==> config.mk <==
export PLATFORM = sky130hd
export DESIGN_NAME = jt12_eg_mux
export DESIGN_NICKNAME = d
export VERILOG_FILES = /design/src/rtl/jt12_eg_mux_pkg.sv /design/src/rtl/jt12_eg_mux_step.sv /design/src/rtl/jt12_eg_mux.sv
export SDC_FILE = /design/constraint.sdc
export NUM_CORES = 1
export LEC_CHECK = 0
export CORE_MARGIN = 3
export CORE_UTILIZATION = 35
export DETAILED_ROUTE_END_ITERATION = 12
export HOLD_SLACK_MARGIN = 0.03
export MAX_ROUTING_LAYER = met4
export PLACE_DENSITY_LB_ADDON = 0.1
export REMOVE_ABC_BUFFERS = 1
export SLEW_MARGIN = 10
export SYNTH_ARGS = -nofsm -noshare
export SYNTH_HDL_FRONTEND = slang
export SYNTH_SLANG_ARGS = --single-unit
==> constraint.sdc <==
create_clock -name clk -period 12.7 [get_ports clk]
set_clock_uncertainty 0.15 [all_clocks]
set_input_delay 3.81 -clock clk [delete_from_list [all_inputs] [get_ports clk]]
set_output_delay 3.81 -clock clk [all_outputs]
set_load 0.01 [all_outputs]
==> src/rtl/jt12_eg_mux_pkg.sv <==
// Shared types and constants for the time-multiplexed envelope generator.
// The state encoding matters because per-slot state is stored as a raw 2-bit field.
package jt12_eg_mux_pkg;

    typedef enum logic [1:0] {
        ST_ATTACK  = 2'd0,
        ST_DECAY   = 2'd1,
        ST_SUSTAIN = 2'd2,
        ST_RELEASE = 2'd3
    } eg_state_t;

    function automatic int slots_of(input int num_ch, input int num_op);
        return num_ch * num_op;
    endfunction

    // All-ones attenuation means silence.
    function automatic int eg_max_of(input int eg_w);
        return (1 << eg_w) - 1;
    endfunction

endpackage

==> src/rtl/jt12_eg_mux_step.sv <==
// Combinational envelope step for one slot visit: it picks the rate, decides whether
// the level steps, applies key edges and phase transitions, and flags a release reaching silence.
module jt12_eg_mux_step
    import jt12_eg_mux_pkg::*;
#(
    parameter int EG_W  = 10,
    parameter int CNT_W = 15
) (
    input  eg_state_t        st,
    input  logic [EG_W-1:0]  lvl,
    input  logic             keyon,
    input  logic             kon_last,
    input  logic             eg_stop,
    input  logic [CNT_W-1:0] eg_cnt,
    input  logic [4:0]       arate,
    input  logic [4:0]       rate1,
    input  logic [4:0]       rate2,
    input  logic [3:0]       rrate,
    input  logic [3:0]       sl,
    output eg_state_t        st_next,
    output logic [EG_W-1:0]  lvl_next,
    output logic             free
);

    localparam logic [EG_W-1:0] LVL_MAX = EG_W'(eg_max_of(EG_W));

    logic [4:0]       rate;
    logic [4:0]       p_full;
    logic [3:0]       p;
    logic [CNT_W-1:0] cnt_mask;
    logic             do_step;
    logic [EG_W-1:0]  dec;
    logic [EG_W-1:0]  lvl_step;
    logic [EG_W-1:0]  lvl_upd;
    logic [EG_W-1:0]  thr;

    always_comb begin
        rate     = 5'd0;
        p_full   = 5'd0;
        p        = 4'd0;
        cnt_mask = '0;
        do_step  = 1'b0;
        dec      = '0;
        lvl_step = lvl;
        lvl_upd  = lvl;
        thr      = LVL_MAX;
        st_next  = st;
        lvl_next = lvl;
        free     = 1'b0;

        case (st)
            ST_ATTACK:  rate = arate;
            ST_DECAY:   rate = rate1;
            ST_SUSTAIN: rate = rate2;
            default:    rate = {rrate, 1'b1};
        endcase

        // A step happens every 2^p counter ticks, p = (31-rate)/2.
        p_full   = 5'd31 - rate;
        p        = p_full[4:1];
        cnt_mask = ~({CNT_W{1'b1}} << p);
        do_step  = (rate != 5'd0) && !eg_stop && ((eg_cnt & cnt_mask) == '0);

        dec = (lvl >> 4) + EG_W'(1);
        if (st == ST_ATTACK)
            lvl_step = (lvl > dec) ? (lvl - dec) : '0;
        else
            lvl_step = (lvl == LVL_MAX) ? LVL_MAX : (lvl + EG_W'(1));
        lvl_upd  = do_step ? lvl_step : lvl;
        lvl_next = lvl_upd;

        thr = (sl == 4'hF) ? LVL_MAX : {sl, {(EG_W-4){1'b0}}};

        if (keyon && !kon_last) begin
            lvl_next = lvl;
            if (arate == 5'd31) begin
                st_next  = ST_DECAY;
                lvl_next = '0;
            end else begin
                st_next  = ST_ATTACK;
            end
        end else if (!keyon && kon_last) begin
            st_next = ST_RELEASE;
        end else if (st == ST_ATTACK && lvl_upd == '0) begin
            st_next = ST_DECAY;
        end else if (st == ST_DECAY && lvl_upd >= thr) begin
            st_next = ST_SUSTAIN;
        end

        free = (st_next == ST_RELEASE) && (lvl_next == LVL_MAX) && (lvl != LVL_MAX);
    end

endmodule

==> src/rtl/jt12_eg_mux.sv <==
// Time-multiplexed ADSR engine: the slot sequencer, the global envelope counter, per-slot
// state registers and the registered output stage around a shared step block.
module jt12_eg_mux
    import jt12_eg_mux_pkg::*;
#(
    parameter int NUM_CH = 6,
    parameter int NUM_OP = 4,
    parameter int EG_W   = 10,
    parameter int CNT_W  = 15,
    localparam int SLOTS  = slots_of(NUM_CH, NUM_OP),
    localparam int SLOT_W = $clog2(SLOTS)
) (
    input  logic              clk,
    input  logic              rst,
    input  logic              clk_en,
    input  logic              eg_stop,
    output logic [SLOT_W-1:0] slot,
    input  logic              keyon,
    input  logic [4:0]        arate,
    input  logic [4:0]        rate1,
    input  logic [4:0]        rate2,
    input  logic [3:0]        rrate,
    input  logic [3:0]        sl,
    output logic [EG_W-1:0]   eg_out,
    output logic [SLOT_W-1:0] eg_slot,
    output logic              eg_valid,
    output logic              free
);

    localparam logic [EG_W-1:0] LVL_MAX = EG_W'(eg_max_of(EG_W));

    logic [SLOT_W-1:0] slot_reg;
    logic [CNT_W-1:0]  eg_cnt_reg;
    logic              last_slot;

    logic [EG_W-1:0]   lvl_all [SLOTS];
    eg_state_t         st_all  [SLOTS];
    logic              kon_all [SLOTS];

    eg_state_t         st_next;
    logic [EG_W-1:0]   lvl_next;
    logic              free_next;

    assign last_slot = (slot_reg == SLOT_W'(SLOTS - 1));
    assign slot      = slot_reg;

    always_ff @(posedge clk) begin
        if (rst) begin
            slot_reg   <= '0;
            eg_cnt_reg <= '0;
        end else if (clk_en) begin
            slot_reg <= last_slot ? '0 : slot_reg + SLOT_W'(1);
            if (last_slot && !eg_stop)
                eg_cnt_reg <= eg_cnt_reg + CNT_W'(1);
        end
    end

    // Each slot owns its registers; only the slot being visited loads the step result.
    genvar gi;
    generate
        for (gi = 0; gi < SLOTS; gi++) begin : g_slot
            logic [EG_W-1:0] lvl_reg;
            eg_state_t       st_reg;
            logic            kon_reg;

            always_ff @(posedge clk) begin
                if (rst) begin
                    lvl_reg <= LVL_MAX;
                    st_reg  <= ST_RELEASE;
                    kon_reg <= 1'b0;
                end else if (clk_en && slot_reg == SLOT_W'(gi)) begin
                    lvl_reg <= lvl_next;
                    st_reg  <= st_next;
                    kon_reg <= keyon;
                end
            end

            assign lvl_all[gi] = lvl_reg;
            assign st_all[gi]  = st_reg;
            assign kon_all[gi] = kon_reg;
        end
    endgenerate

    jt12_eg_mux_step #(
        .EG_W  (EG_W),
        .CNT_W (CNT_W)
    ) u_step (
        .st       (st_all[slot_reg]),
        .lvl      (lvl_all[slot_reg]),
        .keyon    (keyon),
        .kon_last (kon_all[slot_reg]),
        .eg_stop  (eg_stop),
        .eg_cnt   (eg_cnt_reg),
        .arate    (arate),
        .rate1    (rate1),
        .rate2    (rate2),
        .rrate    (rrate),
        .sl       (sl),
        .st_next  (st_next),
        .lvl_next (lvl_next),
        .free     (free_next)
    );

    always_ff @(posedge clk) begin
        if (rst) begin
            eg_out   <= LVL_MAX;
            eg_slot  <= '0;
            eg_valid <= 1'b0;
            free     <= 1'b0;
        end else begin
            eg_valid <= clk_en;
            if (clk_en) begin
                eg_out  <= lvl_next;
                eg_slot <= slot_reg;
                free    <= free_next;
            end
        end
    end

endmodule

==> results.py <==
metrics = {
    "timing": {
        "slew-limit-headroom_pct": 16.4,
        "worst_slack_ns": 3.18,
        "setup_viol": 0,
        "slew_viol_final": 0,
        "setup_tns_ns": 0,
        "rsz0062_at_grt": "no",
        "fmax_mhz": 105,
        "period_share_pct": 75.0,
        "tightest_slew_ns": 1.25,
        "hold_violations": 0,
        "post-route-min-period_ns": 9.52,
    },
    "clocking": {
        "post-cts-setup-buffer-count": 0,
        "root_buffer": "clkbuf_16",
        "clk_pin_slew_ns": 0.06,
        "cts_buffers": 41,
        "cts_resized": 0,
        "clock_sinks": 349,
        "htreeDepth": 2,
        "tritoncts": "done",
        "clk_latency_ns": 0.56,
        "clockBufferDepth": 3,
        "ctsHoldBuffers": 0,
    },
    "route": {
        "drcViolationCount": 0,
        "ant_nets": 0,
        "wl_mm": 53.0,
        "routedWlPerCell_um": 22.0,
        "drtIter0Drc": 1257,
        "firstDrtPassIters": 5,
        "via_count": 13700,
        "via_per_inst": 5.68,
    },
    "grt": {
        "antenna_found_initial": 0,
        "grt_pass1_wl_mm": 80.3,
        "grtUsageTotal_pct": 20.9,
        "grt_pass1_vias": 12900,
        "grt_max_degree": 122,
        "grt_overflow": 0,
    },
    "logic_synthesis": {
        "synth-edff-count": 0,
        "synth.distinct_cells": 86,
        "synthTopCellsByArea": "dfxtp_1 (41%), a211o_1 (14%), nor2_1 (8.5%)",
        "synth_top_cell_by_area": "dfxtp_1",
        "ys_ff_latch": 349,
        "ys.warnings.count": 0,
        "syn-cell-area_sq_um": 17100,
        "ys_seq_area_share_pct": 40.8,
        "ys.flop_type": "dfxtp_1",
        "async_flop_share_pct": 0,
        "syn-instance-count": 1821,
        "synth_top_area_share_pct": 40.8,
        "syn-mean-instance-area_sq_um": 9.40,
    },
    "floorplan": {
        "die-area_sq_um": 51600,
        "core-area_sq_um": 48000,
        "die_width_um": 227,
        "floorplan.rows": 80,
        "io_pins": 50,
        "start_util_pct": 35.6,
        "die-height_um": 227,
    },
    "power": {
        "switching_share_pct": 29.6,
        "p_seq_share_pct": 40.2,
        "p_leak_nw": 6.83,
        "power_frac_comb_pct": 18.3,
        "pwr-share-clk_pct": 41.5,
        "p_int_mw": 1.97,
        "power.density_nw_per_um2": 147,
        "p_switching_mw": 0.829,
        "vdd_drop_max_uv": 88.3,
    },
    "setup_path": {
        "rr_worst_depth": 32,
        "max_stage_delay_ns": 1.02,
        "worstSetupStartpointType": "input pin",
        "worst-path-max-fanout": 25,
        "critPathTopFamily": "compound AO/OA/AOI/OAI gates",
        "critPathKind": "input pin to register",
        "cp_common_cell": "a21o_1",
        "path_buf_inv": 1,
        "critPathArrivalTime_ns": 9.82,
        "crit_cells": 24,
        "cp.required_ns": 13.00,
        "crit_chain": "clkdlybuf4s50_1 > o21ai_0 > a32o_2 > nor4_1 > nor4_2 > nor3_1 > nand2_1 > nor2_1 > nor2_1 > a31oi_1 > ha_1 > nand2b_1 > a21o_1 > a21o_1 > a21o_1 > a21o_1 > a2111oi_0 > o31ai_1 > a21oi_1 > maj3_1 > nand3b_1 > a2111o_1 > or4_1 > o21ai_1",
        "crit_slowest_cell": "maj3_1",
        "end_kind": "register",
    },
    "final_layout": {
        "final_cells": 2412,
        "final_util_pct": 39.7,
        "area_growth_pct": 11.4,
        "layout-drive-gt1-share_pct": 11.8,
        "largest_reg_flops": 240,
        "layout.nets": 1822,
        "fin_area_sq_um": 19100,
    },
    "place": {
        "dp_hpwl_mm": 33.0,
        "portBuffers": 49,
        "place_inst": 2340,
        "place_ws_ns": 2.64,
        "place_area_sq_um": 17700,
        "gp_congestion": 0.832,
    },
    "flow_run": {
        "maxCapViolCount": 0,
    },
    "outcome": {
        "status": "completed",
    },
    "worst_hold_path": {
        "min-delay-path-class": "register to register",
        "whs_path_depth": 2,
    },
}
placed cells by master, fill, tap and decap left out, types with 7 or more instances in the layout:
cell type and n:
nor2_1 387, dfxtp_1 346, a211o_1 264, nand2_1 89
mux4_2 63, a21oi_1 55, mux2i_1 47, clkdlybuf4s50_1 47
clkbuf_16 43, nand3_1 42, a22oi_1 28, buf_4 27
o21ai_0 26, ha_1 25, nor3_1 19, inv_1 17
and3_1 15, xor2_1 14, xnor2_1 13, or2_2 12
clkbuf_1 12, clkbuf_8 12, mux2_2 11, a31oi_1 10
nor2b_1 9, or3_1 9, a21o_1 9, nand2b_1 7
o21a_1 7
cell type report:
class	instances	area [sq um]
fillers	4720	29000
multi-input cells	1280	9200
flip-flops and latches	349	7000
clock buffers	67	1290
well taps	615	769
repair buffers	76	693
inverters	20	75.1
clock inverters	4	33.8
diodes	1	2.50
cells in the mapped netlist, types with 7 or more instances:
library cell	instances
a211o_1	264
a21o_1	9
a21oi_1	55
a22oi_1	28
a31oi_1	14
and3_1	15
buf_12	7
buf_2	18
buf_6	9
clkbuf_1	124
dfxtp_1	349
ha_1	25
inv_1	17
mux2_2	11
mux2i_1	47
mux4_2	63
nand2_1	89
nand2b_1	7
nand3_1	42
nor2_1	387
nor2b_1	9
nor3_1	19
o21a_1	7
o21ai_0	26
or2_2	12
or3_1	9
xnor2_1	13
xor2_1	14
metrics by stage:
stage	hold WS [ns]	power, mW
2_1_floorplan	0.277	1.46
3_3_place_gp	0.287	1.66
3_5_place_dp	0.294	1.66
4_1_cts	0.303	2.84
5_1_grt	0.317	2.93
6_report	0.302	2.80
power groups by stage:
stage | sequential (mW) | clock [mW] | combinational, mW
after floorplan | 1.16 | 0 | 0.302
after global placement | 1.15 | 0 | 0.512
after detailed placement | 1.15 | 0 | 0.512
after CTS | 1.13 | 1.20 | 0.513
after global routing | 1.13 | 1.24 | 0.557
final | 1.13 | 1.16 | 0.512
worst min-delay path, cell delays in order, from the launching register on:
cell     delay (ns)
dfxtp_1        0.30
nand2_1        0.05
a21oi_1        0.05
cells by family (layout without fill, tap and decap cells):
kind of cell	Yosys count	in the layout	share of synthesized area, %
AND/OR/NAND/NOR	626	626	15.9
AO/OA/AOI/OAI	478	478	22.3
flip-flops	349	349	40.8
buffers and inverters	192	167	5.76
multiplexers	122	122	11.8
adder cells (fa/ha/maj)	27	27	2.00
XOR/XNOR	27	27	1.38
other	0	1	0
worst paths after layout:
path	end	start	slack, ns
min reg2reg	g_slot[3].kon_reg$_SDFFE_PP0P_	g_slot[3].kon_reg$_SDFFE_PP0P_	0.30
max	free$_SDFFE_PP0P_	arate[4]	3.18
max reg2reg	free$_SDFFE_PP0P_	slot[0]$_SDFFE_PP0P_	3.25
min	g_slot[3].kon_reg$_SDFFE_PP0P_	g_slot[3].kon_reg$_SDFFE_PP0P_	0.30
routing by layer:
layer	vias to the layer above	global-route usage [%]	share of wire (%)
met5	-	-	0
met1	6767	27.8	46
met4	0	5.02	1.9
met2	322	33.7	47
li1	6551	-	-
met3	65	2.94	4.7
No activity file was read; power rests on OpenSTA's default activity.
